**src/rtl/mul_seq32_pkg.sv**
```systemverilog
// Shared definitions for the sequential shift-add multiplier: widths,
// iteration count and controller state encoding.
package mul_seq32_pkg;

  localparam int MUL_WIDTH = 32;
  localparam int MUL_CNT_W = 6;
  localparam int MUL_ITERS = 32;

  typedef enum logic [1:0] {
    ST_IDLE = 2'd0,
    ST_RUN  = 2'd1,
    ST_DONE = 2'd2
  } state_e;

endpackage : mul_seq32_pkg

```
**src/rtl/FA_32dataflow.sv**
```systemverilog
// 32-bit dataflow adder; Cin=1 turns it into In1 - In2 (two's complement).
module FA_32dataflow (
  input  logic [31:0] In1,
  input  logic [31:0] In2,
  input  logic        Cin,
  output logic [31:0] Sum,
  output logic        Cout
);

  logic [31:0] in2_eff;

  assign in2_eff     = In2 ^ {32{Cin}};
  assign {Cout, Sum} = {1'b0, In1} + {1'b0, in2_eff} + {32'd0, Cin};

endmodule : FA_32dataflow

```
**src/rtl/mul_seq32.sv**
```systemverilog
// Sequential 32x32 -> 64 unsigned shift-add multiplier: one adder pass per
// cycle over 32 cycles, with a start/busy/done handshake and a held product.
module mul_seq32
  import mul_seq32_pkg::*;
#(
  parameter int WIDTH = MUL_WIDTH,
  parameter int CNT_W = MUL_CNT_W
) (
  input  logic                 clk,
  input  logic                 reset,
  input  logic                 start,
  input  logic [WIDTH-1:0]     a,
  input  logic [WIDTH-1:0]     b,
  output logic                 busy,
  output logic                 done,
  output logic [2*WIDTH-1:0]   product
);

  state_e               state_q, state_d;
  logic [WIDTH-1:0]     mcand_q, mcand_d;
  logic [WIDTH-1:0]     acc_q, acc_d;
  logic [WIDTH-1:0]     mq_q, mq_d;
  logic [CNT_W-1:0]     cnt_q, cnt_d;
  logic [2*WIDTH-1:0]   product_q, product_d;
  logic                 busy_q, busy_d;
  logic                 done_q, done_d;

  logic [WIDTH-1:0]     add_in2;
  logic [WIDTH-1:0]     add_sum;
  logic                 add_cout;
  logic [2*WIDTH-1:0]   shifted;

  assign add_in2 = mq_q[0] ? mcand_q : '0;

  FA_32dataflow u_adder (
    .In1  (acc_q),
    .In2  (add_in2),
    .Cin  (1'b0),
    .Sum  (add_sum),
    .Cout (add_cout)
  );

  // Cout must land in the top bit, otherwise large operands lose their MSB.
  assign shifted = {add_cout, add_sum, mq_q[WIDTH-1:1]};

  always_comb begin
    // NOTE: every _d gets a default first so no path through the case infers a latch.
    state_d   = state_q;
    mcand_d   = mcand_q;
    acc_d     = acc_q;
    mq_d      = mq_q;
    cnt_d     = cnt_q;
    product_d = product_q;

    unique case (state_q)
      ST_IDLE, ST_DONE: begin
        // DONE lasts exactly one cycle; accepting start on its exit edge
        // gives the 33-cycle issue interval without disturbing the result.
        if (start) begin
          mcand_d = a;
          acc_d   = '0;
          mq_d    = b;
          cnt_d   = '0;
          state_d = ST_RUN;
        end else begin
          state_d = ST_IDLE;
        end
      end
      ST_RUN: begin
        {acc_d, mq_d} = shifted;
        cnt_d         = cnt_q + CNT_W'(1);
        if (cnt_q == CNT_W'(MUL_ITERS - 1)) begin
          state_d   = ST_DONE;
          product_d = shifted;
        end
      end
      default: state_d = ST_IDLE;
    endcase

    busy_d = (state_d == ST_RUN);
    done_d = (state_d == ST_DONE);
  end

  // NOTE: sequential state uses non-blocking assignments only, so every flop
  // samples the pre-edge value of every other flop.
  always_ff @(posedge clk) begin
    if (reset) begin
      state_q   <= ST_IDLE;
      mcand_q   <= '0;
      acc_q     <= '0;
      mq_q      <= '0;
      cnt_q     <= '0;
      product_q <= '0;
      busy_q    <= 1'b0;
      done_q    <= 1'b0;
    end else begin
      state_q   <= state_d;
      mcand_q   <= mcand_d;
      acc_q     <= acc_d;
      mq_q      <= mq_d;
      cnt_q     <= cnt_d;
      product_q <= product_d;
      busy_q    <= busy_d;
      done_q    <= done_d;
    end
  end

  assign busy    = busy_q;
  assign done    = done_q;
  assign product = product_q;

endmodule : mul_seq32

```
**config.mk**
```make
export PLATFORM = sky130hd
export DESIGN_NAME = mul_seq32
export DESIGN_NICKNAME = d
export VERILOG_FILES = /design/src/rtl/mul_seq32_pkg.sv /design/src/rtl/FA_32dataflow.sv /design/src/rtl/mul_seq32.sv
export SDC_FILE = /design/constraint.sdc
export NUM_CORES = 1
export LEC_CHECK = 0
export CAP_MARGIN = 25
export CORE_MARGIN = 2
export CORE_UTILIZATION = 52
export DETAILED_ROUTE_END_ITERATION = 6
export HOLD_SLACK_MARGIN = 0.08
export PLACE_DENSITY = 0.78
export SYNTH_ARGS = -nofsm -noshare
export SYNTH_HDL_FRONTEND = slang
export SYNTH_SLANG_ARGS = --single-unit
```
**constraint.sdc**
```tcl
create_clock -name clk -period 3.1 [get_ports clk]
set_input_delay 0.62 -clock clk [delete_from_list [all_inputs] [get_ports clk]]
set_output_delay 0.62 -clock clk [all_outputs]
set_load 0.05 [all_outputs]
```
**Word level (Yosys, flattened, before mapping)**

Index checks and enable logic that the tools add are counted.
Widths: inputs -> output; s select.

- Output and inout bits: 66
- Bits in registers: 170
- Logic and storage cells: 32

- Muxes and demuxes: 10
- Eq/ne operators: 6
- Reductions and logical operators: 6
- Add/sub/neg operators: 2

Operators with widths:

| kind | count |
|---|---|
| $pmux 32 s2 | 2 |
| $mux 32 | 3 |
| $add 32x32->33 | 1 |
| $pmux 6 s2 | 1 |
| $add 6x1->6 const B | 1 |
| $eq 6x5->1 const B | 1 |
| $mux 6 | 1 |
| $reduce_and 2->1 | 3 |
| $eq 2x1->1 const B | 2 |
| $eq 2x2->1 const B | 2 |
| $pmux 2 s2 | 1 |
| $logic_not 2->1 | 1 |
| $mux 2 | 1 |
| $ne 2x2->1 const B | 1 |
| $reduce_bool 2->1 | 1 |
| $reduce_or 2->1 | 1 |
| $mux 1 | 1 |

**Longest topological paths before layout**

- Depth after elaboration: 4
- Depth in mapped cells: 11
- Gate-level depth less buffers: 10

**Modules after synthesis**

A second synthesis with hierarchy kept.

- Cell total of the unflattened synthesis: 1091
- Area, all modules: 9180.1 µm²

By module, submodules not included:

| module | cells each | times used | sequential area each (µm²) | area an instance (µm²) |
|---|---|---|---|---|
| mul_seq32 | 791 | 1 | 3403.3 | 7079.3 |
| FA_32dataflow | 300 | 1 | 0.0 | 2100.8 |

**Least setup slack after synthesis**

OpenSTA, ideal clock, no wires.

- Path kind: reg-to-reg
- From: register mq_q[0]
- To: register acc_q[25]
- Setup slack: 396 ps
- Library setup time: 117 ps
- Cell stages (with the launch flop): 11
- Arrival: 2587 ps
- Path through: dfxtp_1 > clkbuf_1 > and2_1 > fa_1 > a21o_1 > a221oi_4 > nand3b_4 > or2_1 > a211oi_1 > or3_1 > a32o_1

- Longest elaborated chain between the ends: 3

Ends and longest elaborated chain:

| what | RTL line | RTL |
|---|---|---|
| from (decl) | mul_seq32.sv:22 | `logic [WIDTH-1:0] mq_q, mq_d;` |
| from (signal assigned) | mul_seq32.sv:100 | `mq_q <= mq_d;` |
| $mux 32 | mul_seq32.sv:33 | `assign add_in2 = mq_q[0] ? mcand_q : '0;` |
| $add 32x32->33 | FA_32dataflow.sv:13 | `assign {Cout, Sum} = {1'b0, In1} + {1'b0, in2_eff} + {32'd0, Cin};` |
| $pmux 32 s2 | mul_seq32.sv:55 | `unique case (state_q)` |
| to (signal assigned) | mul_seq32.sv:90 | `acc_q <= '0;` |
| to (signal assigned) | mul_seq32.sv:99 | `acc_q <= acc_d;` |
| to (decl) | mul_seq32.sv:21 | `logic [WIDTH-1:0] acc_q, acc_d;` |

Every way passes these cells.
A chain may end at the register's enable or synchronous reset.

**Final worst setup path**

Same ends and word-level chain as after synthesis.

==> results.py <==
metrics = {
    "place": {
        "post-place-cells": 1328,
        "hpwl_um": 16500,
        "pre_cts_ws_ns": 0.233,
        "gp_congestion": 0.939,
        "io_buffers": 132,
        "dpl_cell_area_um2": 10000,
    },
    "clock_tree": {
        "cts_buffers": 17,
        "cts_tree": "yes",
        "clk_pin_slew_ns": 0.07,
        "htreeDepth": 4,
        "clockBufferDepth": 2,
        "post_cts_buffers": 0,
        "clkLatencyLatePin_ns": 0.44,
        "cts_resized": 0,
        "hold_buffers": 0,
        "clock_sinks": 170,
        "root_buffer": "clkbuf_16",
    },
    "floorplan": {
        "die_area_um2": 16700,
        "fp-row-count": 45,
        "die_h_um": 129,
        "start_util": 0.534,
        "ios": 133,
        "fp.dieW_um": 129,
        "coreArea_um2": 15300,
    },
    "power_and_ir_drop": {
        "swShare": 0.268,
        "ir_drop_mv": 0.420,
        "p_int_mw": 3.48,
        "p_clk_frac": 0.436,
        "pwr-share-comb": 0.084,
        "power_density_nw_per_um2": 448,
        "switchingPower_mw": 1.27,
        "pwr-share-seq": 0.480,
        "finalPower_mw": 4.76,
        "p_leak_nw": 4.28,
    },
    "worst_setup_path": {
        "required_ns": 3.43,
        "cp_data_arrival_time_ns": 3.26,
        "path_max_fanout": 22,
        "critPathLaunchType": "flop",
        "rr_worst_depth": 11,
        "crit_path_end_kind": "flop",
        "path_class": "flop to flop",
    },
    "synthesis": {
        "synth_cells": 982,
        "syn-cell-area_um2": 8150,
        "synth.distinct_cells": 66,
        "syn_area_per_cell_um2": 8.30,
        "yosys_warnings": 0,
        "yosysSeqAreaShare": 0.417,
        "synth_seq_cells": 170,
        "synthArstFlopShare": 0,
        "synth-edff-count": 0,
        "syn-num-nets": 1083,
        "ys.flop_type": "dfxtp_1",
    },
    "routing": {
        "first_iter_violations": 638,
        "avgRoutedWirePerCell_um": 17.4,
        "drtAntennaViolNets": 0,
        "vias": 7854,
        "drc": 0,
        "drtPass1Iterations": 5,
        "wl_um": 23600,
        "avgViaCountPerCell": 5.78,
    },
    "sta": {
        "slew_headroom": 0.478,
        "period_share": 0.946,
        "worst_pin_slew_ns": 0.780,
        "final_max_slew_viol_count": 0,
        "post-route-min-period_ns": 2.93,
        "rsz0062_at_grt": "false",
        "fmax_mhz": 341,
        "tns_ns": 0,
        "fin_ws_ns": 0.167,
        "skew_ns": 0.00872,
        "finalSetupViolCount": 0,
        "finalHoldViolations": 0,
    },
    "global_routing": {
        "grt-busiest-layer": "met2",
        "grt_pass1_vias": 7476,
        "grt.total_usage": 0.288,
        "use_met3": 0.0772,
        "grtUsageMet1": 0.365,
        "grtUsageMet2": 0.473,
        "grt_max_degree": 61,
        "overflow": 0,
        "grt_pass1_wl_um": 37900,
        "antenna_found_initial": 0,
    },
    "cells_and_area": {
        "design_area_um2": 10600,
        "final_common_cell": "dfxtp_1",
        "final_cell_mix": "dfxtp_1 (170), nand2_1 (154), clkdlybuf4s50_1 (131)",
        "stdcell_count": 1360,
        "area_growth_pct": 30.1,
        "fillCellCount": 1262,
        "nNetsFinal": 1237,
        "antennaDiodeCount": 0,
        "drive_gt1_frac": 0.111,
    },
    "outcome": {
        "status": "finished, final reports clean",
    },
    "min_path": {
        "worstHoldPathCells": 2,
        "hp-class": "flop to flop",
    },
    "job": {
        "maxCapViolCount": 0,
    },
}
-- per-stage QoR --
stage                     hold slack (ns)   util
after floorplan                     0.432      -
after global placement              0.440  0.658
after detailed placement            0.445  0.658
after CTS                           0.454  0.695
after global routing                0.474  0.695
final                               0.454  0.695
-- worst max-delay path, stage by stage (launching register included) --
cell and delay (ns):
dfxtp_1 0.34, buf_12 0.16, and2_1 0.16, ha_1 0.21, fa_1 0.40, a21o_1 0.23
a221oi_4 0.27, nand3b_4 0.22, or2_1 0.14, a211oi_1 0.08, or3_1 0.35, a32o_1 0.27
-- cells by family (layout without fill, tap and decap cells) --
logic type / count (synthesis) / in the layout / share of synthesized area
fa+ha+maj: 34 / 34 / 0.0531
simple gates: 358 / 358 / 0.202
xor+xnor: 23 / 23 / 0.0247
buf+inv: 78 / 245 / 0.0388
flops: 170 / 170 / 0.417
compound gates: 319 / 319 / 0.264
-- Yosys cell counts (all sizes together), types with 14 or more instances --
cell type  instances  area share
nand4             15       0.012
ha                33       0.051
nand3             22       0.014
and2              38       0.029
buf               15      0.0097
xnor2             14       0.015
nand2            154       0.071
nor2              86       0.040
a22oi             81       0.075
clkbuf            55       0.025
o21ai             24       0.015
a21o              20       0.018
dfxtp            170        0.42
a21oi            117       0.072
-- worst paths after layout --
kind                                          startpoint                       end  slack [ns]
worst max-delay path                mq_q[0]$_SDFFE_PP0P_    acc_q[25]$_SDFFE_PP0P_        0.17
worst max register to register      mq_q[0]$_SDFFE_PP0P_    acc_q[25]$_SDFFE_PP0P_        0.17
worst min register to register  mcand_q[31]$_SDFFE_PP0P_  mcand_q[31]$_SDFFE_PP0P_        0.45
worst min-delay path            mcand_q[31]$_SDFFE_PP0P_  mcand_q[31]$_SDFFE_PP0P_        0.45
-- sequential cells by signal (all words and copies together) (netlist names) --
signal and flops:
acc_q 32, busy 1, cnt_q 6, done 1, mcand_q 32, mq_q 32
product 64, state_q 2
-- cell type report --
| cell class | instances | area [um^2] | share of cell area |
|---|---|---|---|
| clock inverter | 15 | 145 | 0.0137 |
| sequential | 170 | 3400 | 0.321 |
| multi-input combinational | 734 | 4460 | 0.421 |
| clock buffer | 17 | 425 | 0.0401 |
| inverter | 8 | 30.0 | 0.00283 |
| timing repair buffer | 205 | 1880 | 0.177 |
| tap | 211 | 264 | 0.0249 |
-- power groups by stage --
stage               clock [mW]  sequential [mW]  combinational [mW]
floorplan                    0             2.32               0.214
global placement             0             2.33               0.389
detailed placement           0             2.33               0.394
CTS                       2.10             2.28               0.397
global route              2.21             2.29               0.437
finish                    2.08             2.28               0.397
-- routing by layer --
metal / share of wire / vias up
li1: - / 3836
met1: 0.43 / 3701
met2: 0.47 / 277
met3: 0.068 / 40
met4: 0.025 / 0
met5: 0 / -
Note: power is estimated with default switching activity, not from simulation.
